[config.mk]
export PLATFORM = sky130hd
export DESIGN_NAME = axis_mash_dwa
export DESIGN_NICKNAME = d
export VERILOG_FILES = /design/src/rtl/mash_pkg.sv /design/src/rtl/dwa_encoder.sv /design/src/rtl/axis_mash_dwa.sv
export SDC_FILE = /design/constraint.sdc
export NUM_CORES = 1
export LEC_CHECK = 0
export CORE_AREA = 2 2 39 41
export DETAILED_ROUTE_END_ITERATION = 7
export DIE_AREA = 0 0 41 43
export GPL_TIMING_DRIVEN = 1
export PLACE_DENSITY = 0.87
export SLEW_MARGIN = 20
export SYNTH_ARGS = -nofsm -noshare
export SYNTH_HDL_FRONTEND = slang
export SYNTH_SLANG_ARGS = --single-unit
[constraint.sdc]
create_clock -name aclk -period 3.8 [get_ports aclk]
set_input_delay 0.95 -clock aclk [delete_from_list [all_inputs] [get_ports aclk]]
set_output_delay 0.95 -clock aclk [all_outputs]
set_load 0.02 [all_outputs]
[src/rtl/mash_pkg.sv]
// Shared types and helpers for the MASH 1-1 / DWA output stage.
package mash_pkg;

    localparam int unsigned N_ELEM  = 3;
    localparam int unsigned LEVEL_W = 2;

    typedef logic [LEVEL_W-1:0] level_t;
    typedef logic [N_ELEM-1:0]  elem_t;
    typedef logic [1:0]         ptr_t;

    // Unary (thermometer) code: level n turns on the n lowest elements.
    function automatic elem_t therm(level_t lvl);
        elem_t t;
        case (lvl)
            2'd0:    t = 3'b000;
            2'd1:    t = 3'b001;
            2'd2:    t = 3'b011;
            default: t = 3'b111;
        endcase
        return t;
    endfunction

    // out[i] = t[(i - p) mod 3], i.e. rotate the code left by p positions.
    function automatic elem_t rotate(elem_t t, ptr_t p);
        elem_t r;
        case (p)
            2'd1:    r = {t[1:0], t[2]};
            2'd2:    r = {t[0], t[2:1]};
            default: r = t;
        endcase
        return r;
    endfunction

    // (p + lvl) mod 3 for p in 0..2 and lvl in 0..3.
    function automatic ptr_t ptr_advance(ptr_t p, level_t lvl);
        logic [2:0] sum;
        ptr_t       n;
        sum = {1'b0, p} + {1'b0, lvl};
        case (sum)
            3'd0, 3'd3: n = 2'd0;
            3'd1, 3'd4: n = 2'd1;
            default:    n = 2'd2;
        endcase
        return n;
    endfunction

endpackage

[src/rtl/dwa_encoder.sv]
// Data-weighted-averaging encoder: rotates the thermometer code of each level
// by a running pointer so that element usage is spread evenly.
module dwa_encoder
    import mash_pkg::*;
#(
    parameter bit DWA_EN = 1'b1
) (
    input  logic               aclk,
    input  logic               arst,
    input  logic [LEVEL_W-1:0] level,
    input  logic               lvl_valid,
    output logic [N_ELEM-1:0]  m_tdata,
    output logic               m_tvalid
);

    ptr_t  ptr_q,    ptr_d;
    elem_t tdata_q,  tdata_d;
    logic  tvalid_q, tvalid_d;

    // Next pointer and output word; idle cycles drive all elements off.
    always_comb begin
        ptr_d    = ptr_q;
        tdata_d  = '0;
        tvalid_d = 1'b0;
        if (lvl_valid) begin
            tdata_d  = rotate(therm(level), ptr_q);
            tvalid_d = 1'b1;
            if (DWA_EN) begin
                ptr_d = ptr_advance(ptr_q, level);
            end
        end
    end

    // Pointer and registered output.
    always_ff @(posedge aclk or posedge arst) begin
        if (arst) begin
            ptr_q    <= '0;
            tdata_q  <= '0;
            tvalid_q <= 1'b0;
        end else begin
            ptr_q    <= ptr_d;
            tdata_q  <= tdata_d;
            tvalid_q <= tvalid_d;
        end
    end

    assign m_tdata  = tdata_q;
    assign m_tvalid = tvalid_q;

endmodule

[src/rtl/axis_mash_dwa.sv]
// MASH 1-1 noise cancellation (y = c1 + c2 - c2[n-1]) with a DWA-driven
// 3-element unary DAC output. Two input holds join the carry streams.
module axis_mash_dwa
    import mash_pkg::*;
#(
    parameter bit DWA_EN = 1'b1
) (
    input  logic              aclk,
    input  logic              arst,
    input  logic              s_axis_c1_tdata,
    input  logic              s_axis_c1_tvalid,
    output logic              s_axis_c1_tready,
    input  logic              s_axis_c2_tdata,
    input  logic              s_axis_c2_tvalid,
    output logic              s_axis_c2_tready,
    output logic [N_ELEM-1:0] m_axis_data_tdata,
    output logic              m_axis_data_tvalid
);

    logic h1_q, h1_d, h1_full_q, h1_full_d;
    logic h2_q, h2_d, h2_full_q, h2_full_d;
    logic fire, hs1, hs2;

    level_t level_q, level_d;
    logic   c2_z1_q, c2_z1_d;
    logic   lvl_valid_q, lvl_valid_d;

    logic signed [2:0] lvl_wide;

    assign fire = h1_full_q & h2_full_q;

    // A hold accepts when empty or when it is being drained this cycle.
    assign s_axis_c1_tready = (~h1_full_q | fire) & ~arst;
    assign s_axis_c2_tready = (~h2_full_q | fire) & ~arst;

    assign hs1 = s_axis_c1_tvalid & s_axis_c1_tready;
    assign hs2 = s_axis_c2_tvalid & s_axis_c2_tready;

    // Hold next-state: load on handshake, empty when consumed without refill.
    always_comb begin
        h1_d      = h1_q;
        h1_full_d = h1_full_q;
        h2_d      = h2_q;
        h2_full_d = h2_full_q;
        if (hs1) begin
            h1_d      = s_axis_c1_tdata;
            h1_full_d = 1'b1;
        end else if (fire) begin
            h1_full_d = 1'b0;
        end
        if (hs2) begin
            h2_d      = s_axis_c2_tdata;
            h2_full_d = 1'b1;
        end else if (fire) begin
            h2_full_d = 1'b0;
        end
    end

    // Input hold registers.
    always_ff @(posedge aclk or posedge arst) begin
        if (arst) begin
            h1_q      <= 1'b0;
            h1_full_q <= 1'b0;
            h2_q      <= 1'b0;
            h2_full_q <= 1'b0;
        end else begin
            h1_q      <= h1_d;
            h1_full_q <= h1_full_d;
            h2_q      <= h2_d;
            h2_full_q <= h2_full_d;
        end
    end

    // Noise-cancelled level, offset by one so the range is 0..3.
    always_comb begin
        lvl_wide = $signed({2'b00, h1_q}) + $signed({2'b00, h2_q})
                 - $signed({2'b00, c2_z1_q}) + 3'sd1;
        assert (lvl_wide >= 3'sd0);
        level_d     = level_q;
        c2_z1_d     = c2_z1_q;
        lvl_valid_d = 1'b0;
        if (fire) begin
            level_d     = level_t'(lvl_wide[1:0]);
            c2_z1_d     = h2_q;
            lvl_valid_d = 1'b1;
        end
    end

    // Stage-1 registers: level, stage-2 carry delay and level strobe.
    always_ff @(posedge aclk or posedge arst) begin
        if (arst) begin
            level_q     <= '0;
            c2_z1_q     <= 1'b0;
            lvl_valid_q <= 1'b0;
        end else begin
            level_q     <= level_d;
            c2_z1_q     <= c2_z1_d;
            lvl_valid_q <= lvl_valid_d;
        end
    end

    dwa_encoder #(
        .DWA_EN (DWA_EN)
    ) u_dwa (
        .aclk      (aclk),
        .arst      (arst),
        .level     (level_q),
        .lvl_valid (lvl_valid_q),
        .m_tdata   (m_axis_data_tdata),
        .m_tvalid  (m_axis_data_tvalid)
    );

endmodule

==> results.py, run 1 <==
metrics = {
    "critical_path": {
        "critPathKind": "input port to output port",
        "crit_path_start_kind": "input port",
        "r2r-end": "u_dwa.ptr_q[1]",
        "reg2regPathDepth": 4,
        "slowest_delay_ns": 0.62,
        "cp_slowest_cell": "clkdlybuf4s50_1",
        "crit_chain": "clkdlybuf4s50_1, nor2_1, clkdlybuf4s50_1",
        "timing.critical_path.to_type": "output port",
        "critPathArrivalTime_ns": 2.15,
        "crit_required_ns": 2.85,
        "crit_fanout": 5,
        "r2r_start": "level_q[0]",
        "regToRegSetupSlack_ns": 2.31,
        "cpMostUsedCell": "clkdlybuf4s50_1",
    },
    "cts": {
        "cts_sinks": 14,
        "holdBufCountCts": 0,
        "clk_path_buf_depth": 2,
        "post_cts_buffers": 0,
        "cts_tree": "yes",
        "htree_levels": 1,
        "cts_root_buf": "clkbuf_4",
        "numCtsBuffers": 3,
        "insertion_delay_ns": 0.27,
        "clk_pin_slew_ns": 0.08,
        "cts_resized": 0,
    },
    "detailed_routing": {
        "drt_iter0_drc": 4,
        "ant_nets": 0,
        "vias": 486,
        "routed_via_density": 5.17,
        "drcViolationCount": 0,
        "wl_um": 1100,
        "firstDrtPassIters": 3,
        "wl_per_cell_um": 11.6,
    },
    "sta": {
        "setup-violations-final": 0,
        "hold_violations": 0,
        "rsz0062_at_grt": "false",
        "fin_crit_ns": 3.10,
        "period_share_pct": 81.7,
        "tightest_slew_ns": 0.533,
        "totalNegativeSetupSlack_ns": 0,
        "setup_ws_ns": 0.695,
        "clock_skew_ns": 0.00108,
        "drv_slew": 0,
        "fmax_mhz": 322,
        "maxSlewHeadroom_pct": 64.4,
    },
    "cells_and_area": {
        "diodes": 0,
        "synthToLayoutAreaGrowth_pct": 24.5,
        "drive_gt1_share_pct": 10.3,
        "nFillCells": 124,
        "nets": 90,
    },
    "logic_synthesis": {
        "yosysMostFrequentCell": "dfrtp_1",
        "synth_cell_types": 20,
        "synth.top_cell.area_share_pct": 51.6,
        "synth_largest_area_cell": "dfrtp_1",
        "yosysSeqAreaShare_pct": 51.6,
        "synth_commonest_cells": "14 x dfrtp_1, 8 x inv_1, 6 x nand2_1",
        "syn_nets": 74,
        "syn_area_sq_um": 679,
        "synth_edf_count": 0,
        "ys.flop_type": "dfrtp_1",
        "syn_avg_cell_area_sq_um": 10.8,
        "synth_cells": 63,
        "yosysWarnings": 0,
        "ys_seq_elements": 14,
        "async_reset_ff_share_pct": 100,
        "synth.area.top_cells": "dfrtp_1 52%, fa_1 5.9%, ha_1 5.5%",
    },
    "min_path": {
        "hold_path_depth": 0,
        "hold_path_class": "flop to flop",
        "hp-start": "lvl_valid_q",
        "hold_path_end": "u_dwa.m_tvalid",
    },
    "placed_design": {
        "dpl.hpwl_um": 843,
        "port_buffers": 11,
        "post-place-ws_ns": 0.678,
        "gp_congestion": 0.702,
    },
    "floorplan": {
        "die_h_um": 43,
        "start_util_pct": 49.1,
        "die-area_sq_um": 1760,
        "io_pins": 12,
        "rows": 14,
        "coreArea_sq_um": 1380,
        "die_w_um": 41,
    },
    "outcome": {
        "outcome": "finished, final reports clean",
    },
    "flow_run": {
        "maxCapViolCount": 0,
    },
    "global_route": {
        "track_usage_pct": 15.1,
        "grt_use_met3_pct": 3.14,
        "grt_pass1_wl_um": 1790,
        "first_global_vias": 461,
        "grt_start_max_net_pins": 15,
        "antenna_found_initial": 0,
        "met2_usage_pct": 25.3,
        "met1_usage_pct": 17.6,
        "busiest_layer": "met2",
        "globalRouteOverflowTotal": 0,
    },
    "pwr": {
        "power_density_nw_per_um2": 682,
        "vdd_drop_max_uv": 373,
        "p_leak_nw": 0.402,
    },
}
## registers in the layout, summed over array words and instances (netlist names)
signal	count
c2_z1_q	1
h1_full_q	1
u_dwa.m_tvalid	1
lvl_valid_q	1
h1_q	1
h2_q	1
level_q	2
h2_full_q	1
u_dwa.ptr_q	2
u_dwa.m_tdata	3
## logic make-up (layout without fill, tap and decap cells)
family                   after synthesis  in the layout  share of synthesized area [%]
adder cells (fa/ha/maj)                5              5                           11.4
AO/OA/AOI/OAI                         13             13                           11.2
multiplexers                           3              3                           5.89
flip-flops                            14             14                           51.6
XOR/XNOR                               1              1                           1.29
AND/OR/NAND/NOR                       19             19                           14.2
buffers and inverters                  8             23                           4.42
## worst max-delay path, delay by kind of cell
family	cells	cell delay, ns
buffers and inverters	2	1.08
AND/OR/NAND/NOR	1	0.13
## per-stage QoR
stage / hold WS [ns] / cell area, sq um / util [%] / std cells / power [mW]
2_1_floorplan: 0.452 / 679 / - / 63 / 0.406
3_3_place_gp: 0.487 / 810 / 58.5 / 90 / 0.458
3_5_place_dp: 0.498 / 810 / 58.5 / 90 / 0.475
4_1_cts: 0.523 / 846 / 61.1 / 94 / 0.583
5_1_grt: 0.551 / 846 / 61.1 / 94 / 0.626
6_report: 0.520 / 846 / 61.1 / 94 / 0.577
## placed cells by master, fill, tap and decap left out
cell	synthesis	final
a211oi_1	1	1
a21oi_1	3	3
a221oi_1	1	1
a22oi_1	1	1
and2b_1	1	1
clkbuf_4	0	3
clkbuf_8	0	1
clkdlybuf4s50_1	0	11
dfrtp_1	14	14
fa_1	2	2
ha_1	3	3
inv_1	8	8
mux2_4	2	2
mux2i_1	1	1
nand2_1	6	6
nand2b_1	5	5
nor2_1	4	4
nor2_2	1	1
nor2b_2	1	1
nor3_1	1	1
o21ai_0	5	5
o22ai_1	2	2
xnor2_1	1	1
## routing by layer
metal	part of all wire, %	wire, um
met1	41	447
met2	55	599
met3	4.3	47
met4	0	0
met5	0	0
## area by class of cell
cell class                      count  area [sq um]  area share (%)
Clock buffer                        4          36.3            4.29
Timing Repair Buffer               11           110            13.0
Sequential cell                    14           350            41.4
Tap cell                           16          20.0            2.37
Multi-Input combinational cell     41           299            35.4
Inverter                            8          30.0            3.55
## worst max-delay path by stage
stage	startpoint	endpoint	slack (ns)	depth (start not counted)
finish	arst	s_axis_c2_tready	0.70	3
global route	arst	s_axis_c2_tready	0.64	3
CTS	arst	s_axis_c2_tready	0.67	3
detailed placement	arst	s_axis_c2_tready	0.68	3
global placement	arst	s_axis_c2_tready	0.73	3
floorplan	arst	s_axis_c1_tready	1.61	1
## report_power, final
part           leakage [nW]  internal [mW]  switching (mW)  total, mW
clock network        0.0210         0.0582          0.0476      0.106
registers             0.176          0.191          0.0457      0.237
logic                 0.204          0.119           0.115      0.234
Power figures use the tool's default switching activity.
==> inputs of run 2 (changes only) <==
--- a/config.mk
+++ b/config.mk
@@ -5,11 +5,11 @@
 export SDC_FILE = /design/constraint.sdc
 export NUM_CORES = 1
 export LEC_CHECK = 0
-export CORE_AREA = 2 2 39 41
+export CORE_MARGIN = 2
+export CORE_UTILIZATION = 49
 export DETAILED_ROUTE_END_ITERATION = 7
-export DIE_AREA = 0 0 41 43
 export GPL_TIMING_DRIVEN = 1
-export PLACE_DENSITY = 0.87
+export PLACE_DENSITY = 0.84
 export SLEW_MARGIN = 20
 export SYNTH_ARGS = -nofsm -noshare
 export SYNTH_HDL_FRONTEND = slang
==> constraint.sdc (replaced) <==
create_clock -name aclk -period 3.18 [get_ports aclk]
set_input_delay 0.795 -clock aclk [delete_from_list [all_inputs] [get_ports aclk]]
set_output_delay 0.795 -clock aclk [all_outputs]
set_load 0.02 [all_outputs]
==> run 2 against run 1 <==
Largest power group is now combinational cells. Critical endpoint unchanged. Utilization up 3.8 points. Highest routed layer unchanged. Flip-flop and latch count did not move. Global-route usage rose by 0.74 points. Combinational power up 22%.
==> results.py, run 2 (synthesis gave the netlist of run 1 again) <==
metrics = {
    "outcome": {
        "outcome": "finished, final reports clean",
    },
    "pwr": {
        "vdd_drop_max_uv": 389,
        "p_seq_share_pct": 40.5,
        "p_int_mw": 0.440,
        "clockPowerShare_pct": 18.3,
        "switching_share_pct": 36.5,
        "power_density_nw_per_um2": 821,
        "p_switching_mw": 0.253,
        "p_leak_nw": 0.402,
        "comb_power_share_pct": 41.2,
    },
    "critical_path": {
        "crit_fanout": 5,
        "critPathKind": "input port to output port",
        "crit_path_start_kind": "input port",
        "crit_required_ns": 2.38,
        "critPathArrivalTime_ns": 2.00,
        "timing.critical_path.to_type": "output port",
    },
    "cts": {
        "post_cts_buffers": 0,
        "cts_root_buf": "clkbuf_4",
        "cts_resized": 0,
        "clk_path_buf_depth": 2,
        "holdBufCountCts": 0,
        "cts_sinks": 14,
        "cts_tree": "yes",
        "clk_pin_slew_ns": 0.09,
        "htree_levels": 1,
        "insertion_delay_ns": 0.27,
        "numCtsBuffers": 3,
    },
    "cells_and_area": {
        "final_common_cell": "dfrtp_1",
        "largest_reg_flops": 3,
        "nets": 90,
        "final_cells": 93,
        "synthToLayoutAreaGrowth_pct": 24.3,
        "layout_common_cells": "14 x dfrtp_1, 11 x clkdlybuf4s50_1, 8 x inv_1, 6 x nand2_1",
        "diodes": 0,
        "drive_gt1_share_pct": 10.3,
    },
    "sta": {
        "hold_violations": 0,
        "rsz0062_at_grt": "false",
        "fmax_mhz": 357,
        "tightest_slew_ns": 0.528,
        "maxSlewHeadroom_pct": 64.7,
        "fin_crit_ns": 2.80,
        "period_share_pct": 88.0,
        "totalNegativeSetupSlack_ns": 0,
        "clock_skew_ns": 0.00551,
        "setup-violations-final": 0,
        "drv_slew": 0,
    },
    "floorplan": {
        "die-area_sq_um": 1700,
        "coreArea_sq_um": 1300,
        "die_h_um": 41.2,
        "rows": 13,
        "start_util_pct": 52.2,
        "die_w_um": 41.2,
        "io_pins": 12,
    },
    "detailed_routing": {
        "ant_nets": 0,
        "wl_per_cell_um": 11.8,
        "wl_um": 1100,
        "drt_iter0_drc": 6,
        "firstDrtPassIters": 3,
        "routed_via_density": 5.14,
        "drcViolationCount": 0,
        "vias": 478,
    },
    "placed_design": {
        "port_buffers": 11,
        "dpl.hpwl_um": 881,
        "dp_cells": 89,
        "gp_congestion": 0.677,
    },
    "global_route": {
        "track_usage_pct": 15.8,
        "globalRouteOverflowTotal": 0,
        "antenna_found_initial": 0,
        "grt_pass1_wl_um": 1730,
        "first_global_vias": 455,
        "grt_start_max_net_pins": 15,
    },
    "min_path": {
        "hold_path_class": "flop to flop",
    },
    "flow_run": {
        "maxCapViolCount": 0,
    },
}
==> run 2: cell counts in the layout (fill, tap and decap cells not counted) <==
No cell type changed its count.
==> run 2: per-stage QoR <==
step	instance area [sq um]	worst slack (ns)	power [mW]	util, %	hold WS, ns
floorplan	679	1.30	0.485	-	0.452
global placement	808	0.417	0.547	62.1	0.486
detailed placement	808	0.355	0.573	62.1	0.504
CTS	845	0.361	0.698	64.9	0.523
global route	845	0.310	0.754	64.9	0.549
finish	845	0.383	0.693	64.9	0.523
==> run 2: area by class of cell <==
| class | instances | area, sq um |
|---|---|---|
| clock buffer | 4 | 36.3 |
| inverter | 8 | 30.0 |
| multi-input combinational | 41 | 299 |
| fill | 125 | 457 |
| tap | 15 | 18.8 |
| timing repair buffer | 11 | 110 |
| sequential | 14 | 350 |
==> run 2: path summary, 6_finish.rpt <==
kind,start,endpoint,slack (ns),cells after the start
hold reg to reg,h2_q,h2_q,0.52,1
max in group asynchronous,arst,u_dwa.m_tdata[1],1.89,2
min in group asynchronous,arst,h2_full_q,0.94,2
hold / removal,h2_q,h2_q,0.52,1
setup reg to reg,level_q[0],u_dwa.ptr_q[0],1.67,4
setup / recovery,arst,s_axis_c2_tready,0.38,3
==> run 2: routing by layer <==
metal | vias up | part of all wire [%] | global-route usage, %
met4 | 0 | 0 | 4.84
met3 | 0 | 6.1 | 3.80
li1 | 237 | - | -
met1 | 227 | 40 | 17.6
met5 | - | 0 | 0
met2 | 14 | 54 | 29.3
==> run 2: worst max-delay path, stage by stage <==
cell	delay, ns
clkdlybuf4s50_1	0.46
nor2_1	0.13
clkdlybuf4s50_1	0.62
==> run 2: power groups by stage <==
stage	combinational, mW	sequential, mW	clock (mW)
finish	0.286	0.281	0.127
global route	0.327	0.291	0.136
CTS	0.289	0.281	0.128
detailed placement	0.288	0.285	0
global placement	0.266	0.281	0
floorplan	0.199	0.287	0
==> inputs of run 3 (changes only) <==
--- a/config.mk
+++ b/config.mk
@@ -6,10 +6,10 @@
 export NUM_CORES = 1
 export LEC_CHECK = 0
 export CORE_MARGIN = 2
-export CORE_UTILIZATION = 49
+export CORE_UTILIZATION = 44
 export DETAILED_ROUTE_END_ITERATION = 7
 export GPL_TIMING_DRIVEN = 1
-export PLACE_DENSITY = 0.84
+export PLACE_DENSITY = 0.8
 export SLEW_MARGIN = 20
 export SYNTH_ARGS = -nofsm -noshare
 export SYNTH_HDL_FRONTEND = slang
==> constraint.sdc (replaced) <==
create_clock -name aclk -period 2.3 [get_ports aclk]
set_input_delay 0.575 -clock aclk [delete_from_list [all_inputs] [get_ports aclk]]
set_output_delay 0.575 -clock aclk [all_outputs]
set_load 0.02 [all_outputs]
==> run 3 against run 2 <==
Die area rose by 10%. Largest cell class unchanged. Cell area rose by 0.74%. Critical path depth did not move. Highest routed layer is now met4. Cell count rose by 2.2%. Combinational power rose by 38%. Register-to-register slack got worse by 0.91 ns. First-iteration DRC count rose by 50%. Global-route usage fell by 1.6 points. Clock power rose by 39%. Flip-flop and latch count did not move.
==> results.py, run 3 (synthesis gave the netlist of run 1 again) <==
metrics = {
    "sta": {
        "period_share_pct": 88.4,
        "setup_ws_ns": 0.267,
        "rsz0062_at_grt": "false",
        "hold_violations": 0,
        "setup-violations-final": 0,
        "maxSlewHeadroom_pct": 65.1,
        "drv_slew": 0,
        "fmax_mhz": 492,
        "tightest_slew_ns": 0.523,
        "clock_skew_ns": 0.00140,
        "fin_hold_ws_ns": 0.515,
        "fin_crit_ns": 2.03,
    },
    "floorplan": {
        "start_util_pct": 46.2,
        "coreArea_sq_um": 1470,
        "io_pins": 12,
        "die_h_um": 43.3,
        "rows": 14,
        "die_w_um": 43.3,
        "die-area_sq_um": 1870,
    },
    "detailed_routing": {
        "vias": 499,
        "wl_per_cell_um": 12.1,
        "wl_um": 1150,
        "drcViolationCount": 0,
        "firstDrtPassIters": 4,
        "drt_iter0_drc": 9,
        "routed_via_density": 5.25,
        "ant_nets": 0,
    },
    "global_route": {
        "track_usage_pct": 14.3,
        "grt_start_max_net_pins": 15,
        "first_global_vias": 513,
        "antenna_found_initial": 0,
        "grt_pass1_wl_um": 1970,
        "globalRouteOverflowTotal": 0,
    },
    "pwr": {
        "vdd_drop_max_uv": 409,
        "p_leak_nw": 0.411,
        "power_density_nw_per_um2": 1130,
    },
    "min_path": {
        "hold_path_class": "flop to flop",
    },
    "critical_path": {
        "timing.critical_path.to_type": "output port",
        "timing.critical_path.buf_inv": 2,
        "cp_slowest_cell": "clkdlybuf4s50_1",
        "crit_required_ns": 1.73,
        "critPathKind": "input port to output port",
        "crit_path_start_kind": "input port",
        "critPathArrivalTime_ns": 1.46,
        "crit_chain": "clkdlybuf4s50_1, nor2_1, dlygate4sd2_1",
        "crit_fanout": 3,
        "crit_family": "buffers and inverters",
        "slowest_delay_ns": 0.43,
    },
    "cts": {
        "cts_tree": "yes",
        "clk_path_buf_depth": 2,
        "clk_pin_slew_ns": 0.09,
        "numCtsBuffers": 3,
        "cts_sinks": 14,
        "cts_resized": 2,
        "post_cts_buffers": 0,
        "cts_root_buf": "clkbuf_4",
        "insertion_delay_ns": 0.27,
        "holdBufCountCts": 0,
        "htree_levels": 1,
    },
    "cells_and_area": {
        "synthToLayoutAreaGrowth_pct": 25.2,
        "diodes": 0,
        "final_common_cell": "dfrtp_1",
        "nets": 91,
        "largest_reg_flops": 3,
        "nFillCells": 146,
        "drive_gt1_share_pct": 11.4,
        "final_util_pct": 57.8,
        "layout_common_cells": "14 x dfrtp_1, 9 x clkdlybuf4s50_1, 8 x inv_1, 6 x nand2_1",
    },
    "placed_design": {
        "port_buffers": 11,
        "post-place-ws_ns": -0.0273,
        "gp_congestion": 0.748,
        "dpl.hpwl_um": 929,
    },
    "outcome": {
        "outcome": "finished, final reports clean",
    },
    "flow_run": {
        "maxCapViolCount": 0,
    },
}
[run 3: area by class of cell]
type | count | area, sq um | area share (%)
Tap cell | 16 | 20.0 | 2.35
Sequential cell | 14 | 350 | 41.2
Clock buffer | 4 | 36.3 | 4.26
Multi-Input combinational cell | 41 | 299 | 35.1
Timing Repair Buffer | 12 | 115 | 13.5
Inverter | 8 | 30.0 | 3.53
[run 3: metrics by stage]
stage	instance area (sq um)	std cells	TNS, ns	total power [mW]
CTS	851	95	0	0.966
global placement	817	91	0	0.758
global route	851	95	0	1.03
finish	851	95	0	0.959
floorplan	679	63	0	0.671
detailed placement	817	91	-0.0397	0.795
[run 3: path summary, 6_finish.rpt]
check,startpoint,to,slack (ns),depth (start not counted)
max,arst,s_axis_c2_tready,0.27,3
min,lvl_valid_q,u_dwa.m_tvalid,0.51,0
max reg2reg,level_q[0],u_dwa.ptr_q[0],0.76,4
min reg2reg,lvl_valid_q,u_dwa.m_tvalid,0.51,0
max in group asynchronous,arst,u_dwa.m_tdata[2],1.15,3
min in group asynchronous,arst,lvl_valid_q,0.81,3
[run 3: power by group]
group	internal [mW]	switching (mW)	total, mW
Clock	0.0962	0.0802	0.176
Sequential	0.316	0.0717	0.387
Combinational	0.196	0.200	0.396
[run 3: metal layers]
layer	part of all wire [%]	GRT usage, %	up-vias	wire, um
li1	-	-	241	-
met4	0.87	5.45	0	10
met2	56	26.0	18	640
met3	5.0	3.83	2	57
met1	38	15.4	238	437
met5	0	0	-	0
